[config.mk]
export PLATFORM = sky130hd
export DESIGN_NAME = scarv_cop_palu_issue_flat
export DESIGN_NICKNAME = d
export VERILOG_FILES = /design/src/rtl/scarv_cop_palu_issue_if.sv /design/src/rtl/scarv_cop_palu_issue.sv /design/src/flat_wrapper.sv
export SDC_FILE = /design/constraint.sdc
export NUM_CORES = 2
export LEC_CHECK = 0
export BUFFER_PORTS_ARGS = -buffer_cell sky130_fd_sc_hd__buf_2
export CAP_MARGIN = 20
export CORE_MARGIN = 3
export CORE_UTILIZATION = 50
export DETAILED_ROUTE_END_ITERATION = 10
export HOLD_SLACK_MARGIN = 0.02
export PLACE_DENSITY = 0.71
export SLEW_MARGIN = 10
export SYNTH_ARGS = -nofsm -noshare
export SYNTH_HDL_FRONTEND = slang
export SYNTH_SLANG_ARGS = --single-unit
[constraint.sdc]
create_clock -name g_clk -period 26.6 [get_ports g_clk]
set_input_delay 1.33 -clock g_clk [delete_from_list [all_inputs] [get_ports g_clk]]
set_output_delay 1.33 -clock g_clk [all_outputs]
set_load 0.1 [all_outputs]
[src/rtl/scarv_cop_palu_issue_if.sv]
// rtl/scarv_cop_palu_issue_if.sv - decode/PALU handshake bundle for the coprocessor issue controller
//
// Purpose: groups the decode-side instruction handshake, the completion
// response and the packed-ALU request/writeback bus.
// master : issue controller view (takes id_*, palu_idone, palu_cpr_rd_*;
//          drives id_ready, cop_*, palu_* request fields)
// slave  : environment view (decode stage plus packed ALU)
interface scarv_cop_palu_issue_if;
    logic        id_valid;
    logic        id_ready;
    logic [2:0]  id_class;
    logic [3:0]  id_subclass;
    logic [2:0]  id_pw;
    logic [31:0] id_imm;
    logic [3:0]  id_crs1;
    logic [3:0]  id_crs2;
    logic [3:0]  id_crs3;
    logic [3:0]  id_crd;
    logic [31:0] id_gpr_rs1;
    logic        cop_done;
    logic        cop_err;
    logic [3:0]  cop_wb_ben;
    logic        palu_ivalid;
    logic        palu_idone;
    logic [2:0]  palu_class;
    logic [3:0]  palu_subclass;
    logic [2:0]  palu_pw;
    logic [31:0] palu_imm;
    logic [31:0] palu_gpr_rs1;
    logic [31:0] palu_rs1;
    logic [31:0] palu_rs2;
    logic [31:0] palu_rs3;
    logic [3:0]  palu_cpr_rd_ben;
    logic [31:0] palu_cpr_rd_wdata;

    modport master (
        input  id_valid, id_class, id_subclass, id_pw, id_imm,
               id_crs1, id_crs2, id_crs3, id_crd, id_gpr_rs1,
               palu_idone, palu_cpr_rd_ben, palu_cpr_rd_wdata,
        output id_ready, cop_done, cop_err, cop_wb_ben,
               palu_ivalid, palu_class, palu_subclass, palu_pw, palu_imm,
               palu_gpr_rs1, palu_rs1, palu_rs2, palu_rs3
    );

    modport slave (
        output id_valid, id_class, id_subclass, id_pw, id_imm,
               id_crs1, id_crs2, id_crs3, id_crd, id_gpr_rs1,
               palu_idone, palu_cpr_rd_ben, palu_cpr_rd_wdata,
        input  id_ready, cop_done, cop_err, cop_wb_ben,
               palu_ivalid, palu_class, palu_subclass, palu_pw, palu_imm,
               palu_gpr_rs1, palu_rs1, palu_rs2, palu_rs3
    );
endinterface

[src/rtl/scarv_cop_palu_issue.sv]
// rtl/scarv_cop_palu_issue.sv - coprocessor issue/writeback controller owning the CPR file
//
// Purpose: accepts one decoded instruction at a time, latches its fields and
// CPR operands towards the packed ALU, holds them until palu_idone (or a
// timeout), then byte-writes the result into CPR[crd] and pulses cop_done.
// Ports:
//   g_clk    : clock, rising edge
//   g_resetn : asynchronous reset, active-high
//   bus      : scarv_cop_palu_issue_if.master (decode handshake, completion
//              response, PALU request and writeback)
module scarv_cop_palu_issue #(
    parameter int         TIMEOUT       = 255,
    parameter logic [2:0] CLASS_BITWISE = 3'b111
) (
    input  logic                          g_clk,
    input  logic                          g_resetn,
    scarv_cop_palu_issue_if.master        bus
);

    localparam logic [7:0] TO_LAST = 8'(TIMEOUT - 1);

    typedef enum logic [1:0] {
        S_IDLE = 2'd0,
        S_EXEC = 2'd1,
        S_DONE = 2'd2
    } state_t;

    state_t      state_q, state_d;
    logic [7:0]  cnt_q, cnt_d;
    logic [31:0] cpr_q [16];
    logic [31:0] cpr_d [16];
    logic [2:0]  class_q, class_d;
    logic [3:0]  subclass_q, subclass_d;
    logic [2:0]  pw_q, pw_d;
    logic [31:0] imm_q, imm_d;
    logic [31:0] gpr_q, gpr_d;
    logic [31:0] rs1_q, rs1_d;
    logic [31:0] rs2_q, rs2_d;
    logic [31:0] rs3_q, rs3_d;
    logic [3:0]  crd_q, crd_d;
    logic        err_q, err_d;
    logic [3:0]  wb_ben_q, wb_ben_d;

    // c0 is hardwired to zero on the read side; it is also never written.
    logic [31:0] rd_crs1, rd_crs2, rd_crs3, rd_crd;
    logic [3:0]  rs3_idx;

    always_comb begin
        rs3_idx = (bus.id_class == CLASS_BITWISE) ? bus.id_crd : bus.id_crs3;
        rd_crs1 = (bus.id_crs1 == 4'd0) ? 32'd0 : cpr_q[bus.id_crs1];
        rd_crs2 = (bus.id_crs2 == 4'd0) ? 32'd0 : cpr_q[bus.id_crs2];
        rd_crs3 = (rs3_idx     == 4'd0) ? 32'd0 : cpr_q[rs3_idx];
        rd_crd  = 32'd0;
    end

    always_comb begin
        state_d    = state_q;
        cnt_d      = cnt_q;
        cpr_d      = cpr_q;
        class_d    = class_q;
        subclass_d = subclass_q;
        pw_d       = pw_q;
        imm_d      = imm_q;
        gpr_d      = gpr_q;
        rs1_d      = rs1_q;
        rs2_d      = rs2_q;
        rs3_d      = rs3_q;
        crd_d      = crd_q;
        err_d      = err_q;
        wb_ben_d   = wb_ben_q;

        case (state_q)
            // DONE accepts like IDLE: the EXEC writeback is already in cpr_q,
            // so operands read here see it without any bypass.
            S_IDLE, S_DONE: begin
                if (bus.id_valid) begin
                    class_d    = bus.id_class;
                    subclass_d = bus.id_subclass;
                    pw_d       = bus.id_pw;
                    imm_d      = bus.id_imm;
                    gpr_d      = bus.id_gpr_rs1;
                    rs1_d      = rd_crs1;
                    rs2_d      = rd_crs2;
                    rs3_d      = rd_crs3 | rd_crd;
                    crd_d      = bus.id_crd;
                    cnt_d      = 8'd0;
                    err_d      = 1'b0;
                    wb_ben_d   = 4'd0;
                    state_d    = S_EXEC;
                end else begin
                    state_d    = S_IDLE;
                end
            end
            S_EXEC: begin
                // Completion wins over a timeout landing in the same cycle.
                if (bus.palu_idone) begin
                    if (crd_q != 4'd0) begin
                        for (int i = 0; i < 4; i++) begin
                            if (bus.palu_cpr_rd_ben[i]) begin
                                cpr_d[crd_q][8*i +: 8] = bus.palu_cpr_rd_wdata[8*i +: 8];
                            end
                        end
                    end
                    wb_ben_d = (crd_q == 4'd0) ? 4'd0 : bus.palu_cpr_rd_ben;
                    err_d    = 1'b0;
                    state_d  = S_DONE;
                end else if (cnt_q == TO_LAST) begin
                    wb_ben_d = 4'd0;
                    err_d    = 1'b1;
                    state_d  = S_DONE;
                end else begin
                    cnt_d    = cnt_q + 8'd1;
                end
            end
            default: state_d = S_IDLE;
        endcase
    end

    always_ff @(posedge g_clk or posedge g_resetn) begin
        if (g_resetn) begin
            state_q    <= S_IDLE;
            cnt_q      <= 8'd0;
            for (int i = 0; i < 16; i++) cpr_q[i] <= 32'd0;
            class_q    <= 3'd0;
            subclass_q <= 4'd0;
            pw_q       <= 3'd0;
            imm_q      <= 32'd0;
            gpr_q      <= 32'd0;
            rs1_q      <= 32'd0;
            rs2_q      <= 32'd0;
            rs3_q      <= 32'd0;
            crd_q      <= 4'd0;
            err_q      <= 1'b0;
            wb_ben_q   <= 4'd0;
        end else begin
            state_q    <= state_d;
            cnt_q      <= cnt_d;
            for (int i = 0; i < 16; i++) cpr_q[i] <= cpr_d[i];
            class_q    <= class_d;
            subclass_q <= subclass_d;
            pw_q       <= pw_d;
            imm_q      <= imm_d;
            gpr_q      <= gpr_d;
            rs1_q      <= rs1_d;
            rs2_q      <= rs2_d;
            rs3_q      <= rs3_d;
            crd_q      <= crd_d;
            err_q      <= err_d;
            wb_ben_q   <= wb_ben_d;
        end
    end

    // All handshake outputs decode straight from state flops.
    assign bus.id_ready      = (state_q != S_EXEC);
    assign bus.palu_ivalid   = (state_q == S_EXEC);
    assign bus.cop_done      = (state_q == S_DONE);
    assign bus.cop_err       = (state_q == S_DONE) & err_q;
    assign bus.cop_wb_ben    = (state_q == S_DONE) ? wb_ben_q : 4'd0;
    assign bus.palu_class    = class_q;
    assign bus.palu_subclass = subclass_q;
    assign bus.palu_pw       = pw_q;
    assign bus.palu_imm      = imm_q;
    assign bus.palu_gpr_rs1  = gpr_q;
    assign bus.palu_rs1      = rs1_q;
    assign bus.palu_rs2      = rs2_q;
    assign bus.palu_rs3      = rs3_q;

endmodule

[src/flat_wrapper.sv]
// flat-port wrapper written by rule: the top's interface ports become plain ports
module scarv_cop_palu_issue_flat 
#(
    parameter int         TIMEOUT       = 255,
    parameter logic [2:0] CLASS_BITWISE = 3'b111
)
  (g_clk, g_resetn, bus_id_valid, bus_id_class, bus_id_subclass, bus_id_pw, bus_id_imm, bus_id_crs1, bus_id_crs2, bus_id_crs3, bus_id_crd, bus_id_gpr_rs1, bus_palu_idone, bus_palu_cpr_rd_ben, bus_palu_cpr_rd_wdata, bus_id_ready, bus_cop_done, bus_cop_err, bus_cop_wb_ben, bus_palu_ivalid, bus_palu_class, bus_palu_subclass, bus_palu_pw, bus_palu_imm, bus_palu_gpr_rs1, bus_palu_rs1, bus_palu_rs2, bus_palu_rs3);
  scarv_cop_palu_issue_if bus_i ();
  input  logic g_clk;
  input  logic g_resetn;
  input wire logic [$bits(bus_i.id_valid)-1:0] bus_id_valid;
  input wire logic [$bits(bus_i.id_class)-1:0] bus_id_class;
  input wire logic [$bits(bus_i.id_subclass)-1:0] bus_id_subclass;
  input wire logic [$bits(bus_i.id_pw)-1:0] bus_id_pw;
  input wire logic [$bits(bus_i.id_imm)-1:0] bus_id_imm;
  input wire logic [$bits(bus_i.id_crs1)-1:0] bus_id_crs1;
  input wire logic [$bits(bus_i.id_crs2)-1:0] bus_id_crs2;
  input wire logic [$bits(bus_i.id_crs3)-1:0] bus_id_crs3;
  input wire logic [$bits(bus_i.id_crd)-1:0] bus_id_crd;
  input wire logic [$bits(bus_i.id_gpr_rs1)-1:0] bus_id_gpr_rs1;
  input wire logic [$bits(bus_i.palu_idone)-1:0] bus_palu_idone;
  input wire logic [$bits(bus_i.palu_cpr_rd_ben)-1:0] bus_palu_cpr_rd_ben;
  input wire logic [$bits(bus_i.palu_cpr_rd_wdata)-1:0] bus_palu_cpr_rd_wdata;
  output wire logic [$bits(bus_i.id_ready)-1:0] bus_id_ready;
  output wire logic [$bits(bus_i.cop_done)-1:0] bus_cop_done;
  output wire logic [$bits(bus_i.cop_err)-1:0] bus_cop_err;
  output wire logic [$bits(bus_i.cop_wb_ben)-1:0] bus_cop_wb_ben;
  output wire logic [$bits(bus_i.palu_ivalid)-1:0] bus_palu_ivalid;
  output wire logic [$bits(bus_i.palu_class)-1:0] bus_palu_class;
  output wire logic [$bits(bus_i.palu_subclass)-1:0] bus_palu_subclass;
  output wire logic [$bits(bus_i.palu_pw)-1:0] bus_palu_pw;
  output wire logic [$bits(bus_i.palu_imm)-1:0] bus_palu_imm;
  output wire logic [$bits(bus_i.palu_gpr_rs1)-1:0] bus_palu_gpr_rs1;
  output wire logic [$bits(bus_i.palu_rs1)-1:0] bus_palu_rs1;
  output wire logic [$bits(bus_i.palu_rs2)-1:0] bus_palu_rs2;
  output wire logic [$bits(bus_i.palu_rs3)-1:0] bus_palu_rs3;
  assign bus_i.id_valid = bus_id_valid;
  assign bus_i.id_class = bus_id_class;
  assign bus_i.id_subclass = bus_id_subclass;
  assign bus_i.id_pw = bus_id_pw;
  assign bus_i.id_imm = bus_id_imm;
  assign bus_i.id_crs1 = bus_id_crs1;
  assign bus_i.id_crs2 = bus_id_crs2;
  assign bus_i.id_crs3 = bus_id_crs3;
  assign bus_i.id_crd = bus_id_crd;
  assign bus_i.id_gpr_rs1 = bus_id_gpr_rs1;
  assign bus_i.palu_idone = bus_palu_idone;
  assign bus_i.palu_cpr_rd_ben = bus_palu_cpr_rd_ben;
  assign bus_i.palu_cpr_rd_wdata = bus_palu_cpr_rd_wdata;
  assign bus_id_ready = bus_i.id_ready;
  assign bus_cop_done = bus_i.cop_done;
  assign bus_cop_err = bus_i.cop_err;
  assign bus_cop_wb_ben = bus_i.cop_wb_ben;
  assign bus_palu_ivalid = bus_i.palu_ivalid;
  assign bus_palu_class = bus_i.palu_class;
  assign bus_palu_subclass = bus_i.palu_subclass;
  assign bus_palu_pw = bus_i.palu_pw;
  assign bus_palu_imm = bus_i.palu_imm;
  assign bus_palu_gpr_rs1 = bus_i.palu_gpr_rs1;
  assign bus_palu_rs1 = bus_i.palu_rs1;
  assign bus_palu_rs2 = bus_i.palu_rs2;
  assign bus_palu_rs3 = bus_i.palu_rs3;
  scarv_cop_palu_issue #(.TIMEOUT(TIMEOUT), .CLASS_BITWISE(CLASS_BITWISE)) u_core (.g_clk(g_clk), .g_resetn(g_resetn), .bus(bus_i));
endmodule
Yosys cells after proc, flatten, opt, wreduce, memory -nomap -nowiden
Index checks and enable logic that the tools add are counted.
{ "word_totals": {"output_inout_bits": 178, "reg_bits": 701} }
{ "op_classes": {"bitwise": 5, "addsub": 1, "eq_ne": 9, "n_mux": 56, "magnitude_cmp": 5, "reduce_logical": 13} }
{ "op_table": {"columns": ["cell", "count"], "rows": [
  ["2-to-1 mux 512 bit", 13],
  ["bitwise mux 512 bit", 4],
  ["demux 32 bit (select 4 bit)", 4],
  ["binary-select mux 32 bit (select 4 bit)", 3],
  ["2-to-1 mux 32 bit", 10],
  ["2-to-1 mux 8 bit", 4],
  ["2-to-1 mux 24 bit", 1],
  ["2-to-1 mux 4 bit", 6],
  ["greater-or-equal comparator 5 bit (second input constant)", 4],
  ["NOT 4 -> 5 bit", 4],
  ["logical NOT 4 bit", 4],
  ["2-to-1 mux 16 bit", 1],
  ["case mux 8 bit (2 select lines)", 1],
  ["adder 8 x 1 -> 8 bit (second input constant)", 1],
  ["== test 8 bit (second input constant)", 1],
  ["case mux 4 bit (2 select lines)", 1],
  ["inequality test 2 bit (second input constant)", 3],
  ["AND reduction 3 bit", 2],
  ["less-than comparator 5 x 1 -> 1 bit (second input constant)", 1],
  ["2-to-1 mux 1 bit", 4],
  ["2-to-1 mux 2 bit", 2],
  ["case mux 2 bit (2 select lines)", 1],
  ["AND reduction 4 bit", 1],
  ["nonzero test 4 bit", 1],
  ["other kinds (12)", 12]
]} }

Longest topological paths before layout
{ "depth": {"ltp_word": 22, "ltp_mapped": 10, "ltp_nobuf": 7} }

Least setup slack after synthesis
No wires, ideal clock.
{ "synth_path": {"path_kind": "flip-flop to output port", "start": "register u_core.state_q[0]", "end": "output bus_cop_err", "required_ns": 25.270, "arrival_time_ns": 2.747, "path_buffers": 0, "path_stages_with_launch": 3, "slack_ns": 22.523, "cell_sequence": "dfrtp_1 -> nor2b_1 -> and2_1"} }
{ "synth_between": {"elab_chain_len": 2} }
{ "synth_rtl": {"columns": ["element", "line_no", "text"], "rows": [
  ["start: declaration", "scarv_cop_palu_issue.sv:28", "state_t state_q, state_d;"],
  ["start signal: assignment", "scarv_cop_palu_issue.sv:136", "state_q <= state_d;"],
  ["== test 2 bit", null, null],
  ["via bus_cop_done", "flat_wrapper.sv:25", "output wire logic [$bits(bus_i.cop_done)-1:0] bus_cop_done;"],
  ["bitwise AND 1 bit", "scarv_cop_palu_issue.sv:157", "assign bus.cop_err = (state_q == S_DONE) & err_q;"],
  ["end: declaration", "flat_wrapper.sv:26", "output wire logic [$bits(bus_i.cop_err)-1:0] bus_cop_err;"]
]} }
The timed path passes the listed nets, and every way through them passes these cells.

Worst setup path after layout
{ "layout_path": {"start": "input bus_id_class[0]", "end": "register u_core.rs3_q[14], in the netlist u_core.bus.palu_rs3[14]"} }
{ "layout_between": {"elab_chain_len": 7, "word_cells_on_any_way": 8} }
{ "layout_rtl": {"columns": ["element", "line_no", "text"], "rows": [
  ["start: declaration", "flat_wrapper.sv:12", "input wire logic [$bits(bus_i.id_class)-1:0] bus_id_class;"],
  ["== test 3 bit *", "scarv_cop_palu_issue.sv:49", "rs3_idx = (bus.id_class == CLASS_BITWISE) ? bus.id_crd : bus.id_crs3;"],
  ["2-to-1 mux 4 bit *", "scarv_cop_palu_issue.sv:49", null],
  ["NOT 4 -> 5 bit (not written as such)", "scarv_cop_palu_issue.sv:52", "rd_crs3 = (rs3_idx == 4'd0) ? 32'd0 : cpr_q[rs3_idx];"],
  ["binary-select mux 32 bit (select 4 bit)", "scarv_cop_palu_issue.sv:52", null],
  ["2-to-1 mux 32 bit (not written as such) (2 in a row)", "scarv_cop_palu_issue.sv:52", null],
  ["2-to-1 mux 32 bit *", "scarv_cop_palu_issue.sv:52", null],
  ["end signal: assignment", "scarv_cop_palu_issue.sv:146", "rs3_q <= rs3_d;"],
  ["end: declaration", "scarv_cop_palu_issue.sv:39", "logic [31:0] rs3_q, rs3_d;"]
]} }
Mark *: on every way between the ends. The rest lies on a longest branch, timed or not. The select of a mux whose other input is x is not followed.
A chain may end at the register's enable or synchronous reset.

==> impl_summary.md <==
STA
The number of slew-limit violations in the final report was 0. Setup repair after global routing left no endpoint under its margin. Setup violations remaining at the end of the flow were counted as 0. The worst path meets setup with 21.99 ns of slack. The aggregate negative setup slack is 0 ns. The total count of hold-check failures in the final report was 0. For the final database, setup skew stands at between 0.02 and 0.03 ns. The time the final worst path needs with I/O delays and setup is around 4.6 ns. The relative slew slack is between 20 and 30%.

Timing would allow up to ~220 MHz. Dividing the final minimum period by the clock period gives 17.3%. At the pin with the least slew margin, the transition time is 1.07 ns.

Synth
In the synthesized netlist the dominant register cell turns out to be sky130_fd_sc_hd__dfrtp_1. The async set-or-reset flop fraction in the synthesized netlist is 100%. The unique cell type count in the Yosys netlist is 48. Summing every instance area after synthesis gives about 0.038 mm2. Yosys mapped a number of flops with a built-in enable equal to 0. The count of synthesis-stage warnings from yosys is 0. The average instance in the mapped netlist occupies around 12 um2.

The net count after synthesis is 3,338. The register bit count reported by yosys is 701. The count of mapped cells out of synthesis is 3,206. After synthesis, flip-flops and latches occupy between 40% and 50% of the total area.

Pwr
In this run the power density over the cells is roughly 110 mW/mm2. The leakage dissipation is 19.6 nW. The overall power after layout is around 0.0046 W. IR analysis of the VDD net gives a maximum drop of 70.2 uV.

Worst hold path
In this run the most critical hold path is launched from u_core.cpr_q[509]. The worst hold path terminates at u_core.cpr_q[509]. The path category of the worst min-delay check is reg -> reg. The worst hold path was traced through 0 stages.

Clocking
The clock-pin transition on the worst setup and hold timing paths is ~0.060 ns. The buffers inserted during post-CTS setup optimization is 0. The number of hold buffers added after CTS was 0. The deepest level of the CTS H-tree is 3. TritonCTS created 77 clock buffers. The clock latency on the worst-skew pair is around 0.63 ns.

The number of buffers between clock root and the deepest sink is 3. The number of gates resized after cts is 0. The clock net in this run drives a total of approximately 700 sinks.

TritonCTS built the clock tree. The cell sitting at the root of the clock tree is a sky130_fd_sc_hd__clkbuf_16.

Detailed routing
The number of antenna-violating nets in the routed design is 0. For this block, wires on met1 add up to 44.8 mm. The detailed-route wire length per cell is roughly 27 um. Before antenna repair, the detailed router went through 7 iterations. Detailed routing inserted a total of approximately 29k vias. The DRC violations left is 0. The first routing iteration left roughly 3.7k violations. After detailed routing, the total wire length is approximately 120 mm. Dividing the detail-routed via count by the number of cells gives 6.52.

The highest routing layer actually used is met5. Wire segments on met3 add up to 12.4 mm in the final route. The routed design uses between 50 and 60 mm of met2 wire.

Critical path
STA classifies the critical path endpoint as a register. The internal reg-to-reg setup slack is ~24 ns. At the worst endpoint, the required time is 27.11 ns. The length in cells of the worst reg-to-reg path is 6. The worst setup path is launched from an input port. The launch instance of the worst register-to-register path is u_core.state_q[0]. The arrival time reported for the critical path endpoint is 5.11 ns.

The capture point of the worst reg-to-reg path is u_core.cpr_q[451]. The critical path start-end classification is in -> reg. Of all nets on the critical path, the largest fanout is 87.

Global route
The maximum number of pins on one net before global-route repair is approximately 160. The number of global-route vias before repair came to approximately 28k. Summed over all layers, the global routing overflow is 0. The initial antenna violation count is 13.

The global-route usage over all layers is between 20% and 30%. The wire length of the first global-routing pass is ~180 mm.

Placed design
During placement, the flow inserted port buffers numbering about 300. Prior to clock tree synthesis, the placed netlist has a worst setup slack of around 21 ns. At the end of routability-driven placement, the weighted congestion stood at 0.849. The half-perimeter wire length after detailed placement is 69.9 mm.

Die
From bottom edge to top edge, the die measures around 280 um. The die covers between 0.07 and 0.08 mm2. The number of placement rows is 100. In this run the count of I/O pins placed on the die edge is slightly above 300. The die is approximately 280 um wide. The initial cell density of the core is 50.8%. The core area is between 0.07 and 0.08 mm2.

Layout
The filler cells instantiated in the layout total approximately 6.2k. In the layout the commonest cells are 721 x sky130_fd_sc_hd__nand2_1, 701 x sky130_fd_sc_hd__dfrtp_1, 467 x sky130_fd_sc_hd__mux2_2. The area growth from synthesis to layout is 12.2%. Of the cells placed in the final design, the portion with a size suffix greater than 1 is 38.2%. The library cell used most frequently in the layout, excluding fill and tap cells, is sky130_fd_sc_hd__nand2_1. The net count of the finished layout is 3,489.

Outcome
The flow ran to the end, and the final reports show no timing, DRC or antenna violations.

Flow run
The number of max-cap violations is 0.
## synth_stat cells, drive strengths merged, types with 3 or more instances
cell / n / share of area (%)
a31oi: 3 / 0.049
a21oi: 210 / 2.8
nor4: 3 / 0.049
nand3: 21 / 0.29
dfrtp: 701 / 46
nor2: 25 / 0.25
mux2i: 19 / 0.52
buf: 115 / 1.5
a22oi: 84 / 1.7
mux4: 320 / 19
o41ai: 3 / 0.069
nand4: 33 / 0.54
mux2: 487 / 14
a21o: 6 / 0.12
a32oi: 28 / 0.64
nand2b: 5 / 0.082
clkbuf: 161 / 1.6
nand2: 757 / 7.7
and4: 3 / 0.069
o21ai: 101 / 1.3
xnor2: 3 / 0.069
nor3: 15 / 0.20
inv: 71 / 0.70
and2: 10 / 0.16
## power breakdown
| group | leakage (nW) | internal, W | switching, W |
|---|---|---|---|
| logic | 8.89 | 0.000525 | 0.00135 |
| clock network | 1.26 | 0.000636 | 0.000447 |
| registers | 9.43 | 0.00137 | 0.000265 |
## layout make-up
class / count / area (um2) / share of cell area, %
multi-input combinational: 2158 / 19300 / 45.0
sequential: 701 / 17500 / 41.0
clock buffer: 114 / 2290 / 5.35
timing repair buffer: 348 / 1950 / 4.56
tap: 969 / 1210 / 2.83
inverter: 71 / 274 / 0.640
clock inverter: 24 / 243 / 0.567
antenna: 4 / 10.0 / 0.0234
## layer usage
| layer | GRT usage, % | vias up |
|---|---|---|
| li1 | - | 12009 |
| met1 | 39.9 | 14626 |
| met2 | 46.0 | 1675 |
| met3 | 7.40 | 304 |
| met4 | 12.0 | 16 |
| met5 | 0 | - |
## flip-flops by register name, indices dropped and copies added, names as in the netlist
register and flops:
u_core.cpr_q 512, u_core.bus.palu_gpr_rs1 32, u_core.bus.palu_imm 32, u_core.bus.palu_rs1 32, u_core.bus.palu_rs2 32, u_core.bus.palu_rs3 32
u_core.cnt_q 8, u_core.bus.palu_subclass 4, u_core.crd_q 4, u_core.wb_ben_q 4, u_core.bus.palu_class 3, u_core.bus.palu_pw 3
u_core.state_q 2, u_core.err_q 1
## critical path: stages
cell                      delay (ns)
sky130_fd_sc_hd__buf_2          0.12
sky130_fd_sc_hd__nand3_2        0.40
sky130_fd_sc_hd__a21o_4         0.72
sky130_fd_sc_hd__buf_4          0.91
sky130_fd_sc_hd__buf_4          0.90
sky130_fd_sc_hd__mux2i_1        0.27
sky130_fd_sc_hd__nor3_1         0.06
sky130_fd_sc_hd__o31a_1         0.33
## per-stage QoR
| step | area (um2) | util, % | hold slack, ns | instances |
|---|---|---|---|---|
| after floorplan | 38200 | - | 0.441 | 3206 |
| after global placement | 40200 | 53.5 | 0.380 | 4243 |
| after detailed placement | 40200 | 53.5 | 0.387 | 4243 |
| after CTS | 42700 | 56.9 | 0.400 | 4381 |
| after global routing | 42800 | 57.0 | 0.421 | 4386 |
| final | 42800 | 57.0 | 0.412 | 4389 |
## kinds of logic after synthesis
kind of cell,Yosys count,synth area share (%)
DFF,701,46.0
muxes,826,33.8
buffers and inverters,347,3.77
and+or+nand+nor,881,9.50
AOI/OAI and AO/OA,445,6.83
xor gates and xnor gates,4,0.0918
adders and majority gates,2,0.0656
## worst max-delay path by stage
stage                                     endpoint            start  cells past startpoint  slack, ns
final                      u_core.bus.palu_rs3[14]  bus_id_class[0]                      8      21.99
after global routing       u_core.bus.palu_rs3[14]  bus_id_class[0]                      8      21.84
after CTS                  u_core.bus.palu_rs3[14]    bus_id_crd[1]                      8      22.09
after detailed placement   u_core.bus.palu_rs3[14]  bus_id_class[0]                      8      21.45
after global placement     u_core.bus.palu_rs3[14]    bus_id_crd[1]                      8      21.50
after floorplan           u_core.bus.palu_class[0]         g_resetn                      1       5.61
(Power assumes the default switching activity.)
